File: src/rtl/wb_mem16x16_bridge.sv
// wb_mem16x16_bridge
//
// Wishbone classic slave in front of the 16x16 DFF memory macro. A bus
// cycle that hits the slave window becomes a short sequence of macro
// strobes. Read data comes back with a single-cycle ack. Byte-partial
// writes are done as read-modify-write, so the macro only ever sees
// full 16-bit words.
//
// Optional build macro:
//   WB_MEM_ERR_EN - adds wbs_err_o. An out-of-range hit then raises err
//                   instead of ack, with the same timing.
//
// Ports:
//   clk        system clock
//   rst_n      asynchronous active-low reset
//   wbs_cyc_i  WB cycle
//   wbs_stb_i  WB strobe
//   wbs_we_i   WB write enable
//   wbs_sel_i  byte selects; only [1:0] are meaningful
//   wbs_adr_i  byte address
//   wbs_dat_i  write data; [15:0] used
//   wbs_dat_o  read data; [31:16] always zero
//   wbs_ack_o  transfer acknowledge
//   wbs_err_o  error pulse for out-of-range hits (WB_MEM_ERR_EN only)
//   mem_cs     macro chip select
//   mem_we     macro write enable
//   mem_addr   macro word address; [11:4] stay zero
//   mem_din    macro write data
//   mem_dout   macro combinational read data
module wb_mem16x16_bridge #(
  parameter logic [31:0] BASE_ADDR = 32'h3000_0000,
  parameter int          WIN_BITS  = 8,
  parameter int          DEPTH     = 16
) (
  input  logic        clk,
  input  logic        rst_n,
  input  logic        wbs_cyc_i,
  input  logic        wbs_stb_i,
  input  logic        wbs_we_i,
  input  logic [3:0]  wbs_sel_i,
  input  logic [31:0] wbs_adr_i,
  input  logic [31:0] wbs_dat_i,
  output logic [31:0] wbs_dat_o,
  output logic        wbs_ack_o,
`ifdef WB_MEM_ERR_EN
  output logic        wbs_err_o,
`endif
  output logic        mem_cs,
  output logic        mem_we,
  output logic [11:0] mem_addr,
  output logic [15:0] mem_din,
  input  logic [15:0] mem_dout
);

  localparam int IW = WIN_BITS - 2;

  localparam logic [2:0] IDLE = 3'd0;
  localparam logic [2:0] RD   = 3'd1;
  localparam logic [2:0] RMW  = 3'd2;
  localparam logic [2:0] WR   = 3'd3;
  localparam logic [2:0] ACK  = 3'd4;

  logic [2:0]    state;
  logic [1:0]    sel_q;
  logic [IW-1:0] index;
  logic          hit;
  logic          req;
  logic          in_range;
  logic          unused_bits;

  assign index    = wbs_adr_i[WIN_BITS-1:2];
  assign hit      = (wbs_adr_i[31:WIN_BITS] == BASE_ADDR[31:WIN_BITS]);
  assign req      = wbs_cyc_i & wbs_stb_i & hit;
  assign in_range = (32'(index) < 32'(DEPTH));

  // Bus bits the 16-bit word interface never looks at.
  assign unused_bits = ^{wbs_adr_i[1:0], wbs_sel_i[3:2], wbs_dat_i[31:16]};

  // Transaction sequencer. mem_addr/mem_din change only when a request
  // is accepted. They stay stable through WR and ACK, so the macro's
  // gated write clock sees steady data when mem_we falls.
  // In RMW the macro is read for one cycle. Byte lanes the master did
  // not select are then refilled from the old word before the WR cycle.
  always_ff @(posedge clk or negedge rst_n) begin
    if (!rst_n) begin
      state     <= IDLE;
      sel_q     <= 2'b00;
      wbs_ack_o <= 1'b0;
      wbs_dat_o <= 32'h0;
`ifdef WB_MEM_ERR_EN
      wbs_err_o <= 1'b0;
`endif
      mem_cs    <= 1'b0;
      mem_we    <= 1'b0;
      mem_addr  <= 12'h0;
      mem_din   <= 16'h0;
    end else begin
      case (state)
        IDLE: begin
          if (req) begin
            sel_q <= wbs_sel_i[1:0];
            if (in_range) begin
              mem_addr <= 12'(index);
              mem_din  <= wbs_dat_i[15:0];
              if (!wbs_we_i) begin
                state  <= RD;
                mem_cs <= 1'b1;
              end else begin
                case (wbs_sel_i[1:0])
                  2'b11: begin
                    state  <= WR;
                    mem_cs <= 1'b1;
                    mem_we <= 1'b1;
                  end
                  2'b00: begin
                    state     <= ACK;
                    wbs_ack_o <= 1'b1;
                  end
                  default: begin
                    state  <= RMW;
                    mem_cs <= 1'b1;
                  end
                endcase
              end
            end else begin
              // Hit inside the window but past the implemented words.
              state <= ACK;
              if (!wbs_we_i) begin
                wbs_dat_o <= 32'h0;
              end
`ifdef WB_MEM_ERR_EN
              wbs_err_o <= 1'b1;
`else
              wbs_ack_o <= 1'b1;
`endif
            end
          end
        end
        RD: begin
          wbs_dat_o <= {16'h0, mem_dout};
          mem_cs    <= 1'b0;
          wbs_ack_o <= 1'b1;
          state     <= ACK;
        end
        RMW: begin
          mem_din[7:0]  <= sel_q[0] ? mem_din[7:0]  : mem_dout[7:0];
          mem_din[15:8] <= sel_q[1] ? mem_din[15:8] : mem_dout[15:8];
          mem_we        <= 1'b1;
          state         <= WR;
        end
        WR: begin
          mem_cs    <= 1'b0;
          mem_we    <= 1'b0;
          wbs_ack_o <= 1'b1;
          state     <= ACK;
        end
        ACK: begin
          wbs_ack_o <= 1'b0;
`ifdef WB_MEM_ERR_EN
          wbs_err_o <= 1'b0;
`endif
          state     <= IDLE;
        end
        default: begin
          mem_cs    <= 1'b0;
          mem_we    <= 1'b0;
          wbs_ack_o <= 1'b0;
          state     <= IDLE;
        end
      endcase
    end
  end

endmodule
File: config.mk
export PLATFORM = sky130hd
export DESIGN_NAME = wb_mem16x16_bridge
export DESIGN_NICKNAME = d
export VERILOG_FILES = /design/src/rtl/wb_mem16x16_bridge.sv
export SDC_FILE = /design/constraint.sdc
export NUM_CORES = 1
export LEC_CHECK = 0
export ABC_AREA = 1
export BUFFER_PORTS_ARGS = -buffer_cell sky130_fd_sc_hd__buf_2
export CAP_MARGIN = 20
export CORE_MARGIN = 2
export CORE_UTILIZATION = 39
export CTS_CLUSTER_SIZE = 8
export DETAILED_ROUTE_END_ITERATION = 8
export GPL_TIMING_DRIVEN = 1
export PLACE_DENSITY = 0.8
export SETUP_SLACK_MARGIN = 0.15
export SYNTH_ARGS = -nofsm -noshare
export SYNTH_HDL_FRONTEND = slang
export SYNTH_SLANG_ARGS = --single-unit
File: constraint.sdc
create_clock -name clk -period 1.2 [get_ports clk]
set_input_delay 0.12 -clock clk [delete_from_list [all_inputs] [get_ports clk]]
set_output_delay 0.12 -clock clk [all_outputs]
set_load 0.01 [all_outputs]
**Yosys cells after proc, flatten, opt, wreduce, memory -nomap -nowiden**

Index checks and enable logic that the tools add are counted.

- Register bits after elaboration: 62
- Bits of input ports: 89
- Output and inout port bits: 63
- Logic and storage cells: 76

- $lt $le $gt $ge: 1
- Equal/unequal tests: 17
- Muxes and demuxes: 29
- Bitwise operators: 5
- Reduce and logical (&&, ||, !) cells: 15

Operators with widths:

| cell | number |
|---|---|
| 2-to-1 mux 32 bit | 3 |
| case mux 32 bit (2 select lines) | 1 |
| 2-to-1 mux 16 bit | 2 |
| case mux 16 bit (2 select lines) | 1 |
| equality test 24 x 22 -> 1 bit, second input constant | 1 |
| AND reduction 4 bit | 5 |
| 2-to-1 mux 8 bit | 2 |
| inequality test 2 bit, second input constant | 7 |
| 2-to-1 mux 1 bit | 12 |
| 2-to-1 mux 3 bit | 3 |
| case mux 3 bit (3 select lines) | 1 |
| equality test 3 x 2 -> 1 bit, second input constant | 2 |
| less-than comparator 6 x 5 -> 1 bit, second input constant | 1 |
| inequality test 3 bit, second input constant | 2 |
| case mux 1 bit (3 select lines) | 2 |
| case mux 3 bit (2 select lines) | 1 |
| OR reduction 2 bit | 3 |
| AND reduction 5 bit | 1 |
| nonzero test 2 bit | 2 |
| equality test 3 x 1 -> 1 bit, second input constant | 1 |
| equality test 3 bit, second input constant | 1 |
| logical NOT 3 bit | 1 |
| inequality test 3 x 2 -> 1 bit, second input constant | 1 |
| inverter 1 bit | 3 |
| other kinds (7) | 8 |

**Longest topological paths before layout**

- Depth after elaboration: 6
- Mapped depth: 9
- Gate-level depth less buffers: 9

**Worst setup path after synthesis**

Ideal clock, no wire load.

- Path type: flip-flop to flip-flop
- From: reg state[1]
- To: reg wbs_dat_o[10]
- Setup time: 117 ps
- Arrival: 1206 ps
- Required time: 1083 ps
- Path slack: -123 ps
- Stages on the path, launching flop included: 10
- Buffers on the path: 1
- Clock period less this slack: 1323 ps
- Cell sequence: dfrtp_1 > inv_2 > nand2_2 > nor2_4 > nand2_2 > nand2_1 > nand3_2 > buf_6 > nand2_1 > nand2_1

- Cells in the longest elaborated chain, start to end: 3
- Elaborated cells on any way between the ends: 8
- Classes of those cells: 4 x eq/ne; 1 x mux; 3 x reduce/logical

Ends and longest elaborated chain:

| what | line | text |
|---|---|---|
| from (decl) | 63 | `logic [2:0] state;` |
| from (signal assigned) | 86 | `state <= IDLE;` |
| from (signal assigned) | 106 | `state <= RD;` |
| from (signal assigned) | 111 | `state <= WR;` |
| equality test 3 x 1 -> 1 bit or logical NOT 3 bit (tied branches) | 98 | `case (state)` |
| nonzero test 2 bit (no line) or inequality test 2 bit (tied branches) | - |  |
| AND reduction 4 bit (no line) | - |  |
| to (signal assigned) | 140 | `wbs_dat_o <= {16'h0, mem_dout};` |
| to (decl) | 43 | `output logic [31:0] wbs_dat_o,` |

Parallel ways exist; a longest one is shown, timed or not.
A chain may end at the register's enable or synchronous reset.

**Worst setup path in the final report**

- From: reg state[0]
- To: reg mem_din[13]

- Cells in the longest elaborated chain, start to end: 3
- Elaborated cells on any way between the ends: 8
- Classes of those cells: 4 x eq/ne; 1 x mux; 3 x reduce/logical

Ends and longest elaborated chain:

| what | line | text |
|---|---|---|
| equality test 3 x 2 -> 1 bit or logical NOT 3 bit (tied branches) | 98 |  |
| inequality test 2 bit (no line) or nonzero test 2 bit (tied branches) | - |  |
| AND reduction 4 bit (no line) | - |  |
| to (signal assigned) | 104 | `mem_din <= wbs_dat_i[15:0];` |
| to (signal assigned) | 147 | `mem_din[15:8] <= sel_q[1] ? mem_din[15:8] : mem_dout[15:8];` |
| to (decl) | 51 | `output logic [15:0] mem_din,` |

Parallel ways exist; a longest one is shown, timed or not.

==> reports/qor.yml <==
dieWidth_um: 83.7
status: "complete, but fails checks"
skew_ns: 0.00330
grt_pass1_wl_um: 11000
yosys.area.top_type: "sky130_fd_sc_hd__dfrtp_1"
yosys-top-cells-area: "sky130_fd_sc_hd__dfrtp_1 46%, sky130_fd_sc_hd__nand2_1 26%, sky130_fd_sc_hd__buf_4 6.7%"
drive_gt1_share_pct: 37.8
setup_viol: 46
core_area_mm2: 0.00624
violations: "negative setup slack"
cts_tree: "built"
n_fill_cell: 591
fin_crit_ns: 1.39
final.hold.worst_slack_ns: 0.00588
synth_cells: 342
clock_tree.root_cell: "sky130_fd_sc_hd__clkbuf_8"
vdd.ir_drop.worst_mv: 0.457
die_h_um: 83.7
die-area_mm2: 0.00701
p_leak_uw: 0.00209
gp_congestion: 0.845
synth.cell_area_mm2: 0.00248
synth-seq-cells: 46
grt_setup_unrepaired: "yes"
overflow_left_after_global_routing: 0
critPathLaunchType: "register"
detail_route.first_pass.iterations: 4
drv.max_cap_violation_count: 0
crit_path_cell_trace: "inv_2, nand2_4, nor2_4, buf_12, nand2_8, buf_4, nand4_1, nand2_1"
max_stage_delay_ns: 0.44
drt-vias-per-instance: 4.66
worst_setup_hold_path_clk_slew_ns: 0.08
mostFrequentLayoutCell: "sky130_fd_sc_hd__nand2_1"
crit_required_ns: 1.40
slowest_stage: "sky130_fd_sc_hd__dfrtp_2"
layout.nets: 570
critical_path_peak_fanout: 8
avgSynthCellArea_um2: 7.25
worstSetupEndpointType: "register"
largest_net_degree_at_the_start_of_global_routing: 47
synth_ff_type: "sky130_fd_sc_hd__dfrtp_1"
antenna_cells_inserted: 0
cts-root-to-sink-buffers: 2
clock_sinks: 46
synthToLayoutAreaGrowth_pct: 42.4
route.vias.total: 2606
globalRouteTotalUtil_pct: 19.3
dp.final_hpwl_um: 4980
maxClockFrequency_ghz: 0.718
start_util_pct: 39.7
detail_route.wl_per_cell_um: 12.2
setup.worst_path.class: "reg -> reg"
drtAntennaViolNets: 0
top_level_ports: 152
synth_enable_flop_cells: 0
remaining_drc_errors: 0
placement.io_buffers: 109
worst_setup_slack_after_placement_ns: -0.209
cp_data_arrival_time_ns: 1.59
layout_setup_ws_ns: -0.192
clkLatencyLatePin_ns: 0.31
power_density_mw_per_mm2: 800
rows: 29
async_flop_share_pct: 100
period_share_pct: 116
timing.final.max_slew_violations: 0
min_path_type: "in -> reg"
yosys_warnings: 0
ys_types: 23
most-common-layout-cells: "165 x sky130_fd_sc_hd__nand2_1, 109 x sky130_fd_sc_hd__buf_2, 44 x sky130_fd_sc_hd__dfrtp_1"
cts_htree_levels: 2
final.setup.tns_ns: -6.74
seq_area_frac_synth_pct: 46.4
number_of_antenna_violations_at_the_first_check_in_global_routing: 0
cts_buffers: 5
synth_top_cell_area_share_pct: 46.4
count_of_final_hold_check_violations: 0
via_count_of_the_first_global_routing_pass: 2480
drt-initial-drc-count: 97
routed_wirelength_um: 6790
[worst paths after layout]
kind | end | cells past startpoint | from | slack, ns
worst max register to register | mem_din[13] | 8 | state[0] | -0.19
worst min-delay path | mem_addr[2] | 3 | wbs_adr_i[4] | 0.006
worst min register to register | wbs_dat_o[9] | 2 | wbs_dat_o[9] | 0.47
max in group asynchronous | state[0] | 3 | rst_n | 0.66
worst max-delay path | mem_din[13] | 8 | state[0] | -0.19
min in group asynchronous | wbs_dat_o[0] | 3 | rst_n | 0.32
[repair_timing]
action	in CTS	in global routing
setup endpoints to repair	46	46
pin swaps	4	15
resized for setup	9	22
setup buffers	2	4
hold buffers	1	1
gates cloned	1	1
hold endpoints to repair	46	1
[area by class of cell]
cell class | count | area [um2] | share of cell area [%]
multi-input cells | 275 | 1280 | 36.2
clock buffers | 6 | 72.6 | 2.06
repair buffers | 140 | 857 | 24.3
clock inverters | 2 | 13.8 | 0.390
well taps | 77 | 96.3 | 2.73
flip-flops and latches | 46 | 1150 | 32.7
inverters | 13 | 56.3 | 1.60
[sequential cells by signal (all words and copies together) (netlist names)]
name,count
mem_addr,6
mem_cs,1
mem_din,16
mem_we,1
sel_q,2
state,3
wbs_ack_o,1
wbs_dat_o,16
[critical path, delay by kind of cell (launching register included)]
family	cells	cell delay, ns
buffers and inverters	3	0.41
AND/OR/NAND/NOR	5	0.44
flip-flops	1	0.44
[stage by stage]
| stage | std cells | cell area [um2] | util [%] | power, uW |
|---|---|---|---|---|
| finish | 559 | 3530 | 56.5 | 2820 |
| CTS | 553 | 3360 | 53.9 | 2830 |
| detailed placement | 541 | 3190 | 51.1 | 1870 |
| floorplan | 363 | 2600 | - | 1740 |
| global route | 559 | 3530 | 56.5 | 2950 |
| global placement | 541 | 3190 | 51.1 | 1870 |
[cell families (layout without fill, tap and decap cells)]
kind of cell | Yosys count | in the layout | synth area share (%)
AO/OA/AOI/OAI | 8 | 8 | 2.02
buffers and inverters | 43 | 161 | 11.0
other | 1 | 22 | 0.151
AND/OR/NAND/NOR | 244 | 245 | 40.4
flip-flops | 46 | 46 | 46.4
[synth_stat cells (2+ instances only)]
cell / instances
sky130_fd_sc_hd__nand3_1: 12
sky130_fd_sc_hd__nand4_1: 16
sky130_fd_sc_hd__buf_2: 3
sky130_fd_sc_hd__buf_6: 3
sky130_fd_sc_hd__dfrtp_1: 46
sky130_fd_sc_hd__nor2_2: 2
sky130_fd_sc_hd__inv_2: 7
sky130_fd_sc_hd__o21a_1: 2
sky130_fd_sc_hd__a21oi_1: 3
sky130_fd_sc_hd__clkbuf_1: 2
sky130_fd_sc_hd__buf_4: 22
sky130_fd_sc_hd__inv_1: 5
sky130_fd_sc_hd__nand2_2: 4
sky130_fd_sc_hd__nor2_1: 34
sky130_fd_sc_hd__nand2_1: 173
[report_power, final]
| part | leakage, uW | total [uW] | switching, uW | internal [uW] |
|---|---|---|---|---|
| registers | 0.000629 | 1550 | 0.00604 | 1550 |
| clock network | 0.0000452 | 953 | 541 | 412 |
| logic | 0.00142 | 322 | 185 | 137 |
[per-layer routing]
layer	vias up	global-route usage, %	share of wire, %	routed length, um
li1	1309	-	-	-
met1	1199	23.5	41	2760
met2	89	33.6	51	3490
met3	9	4.65	6.7	452
met4	0	6.16	1.4	92
met5	-	0	0	0
Note: power is estimated with default switching activity, not from simulation.
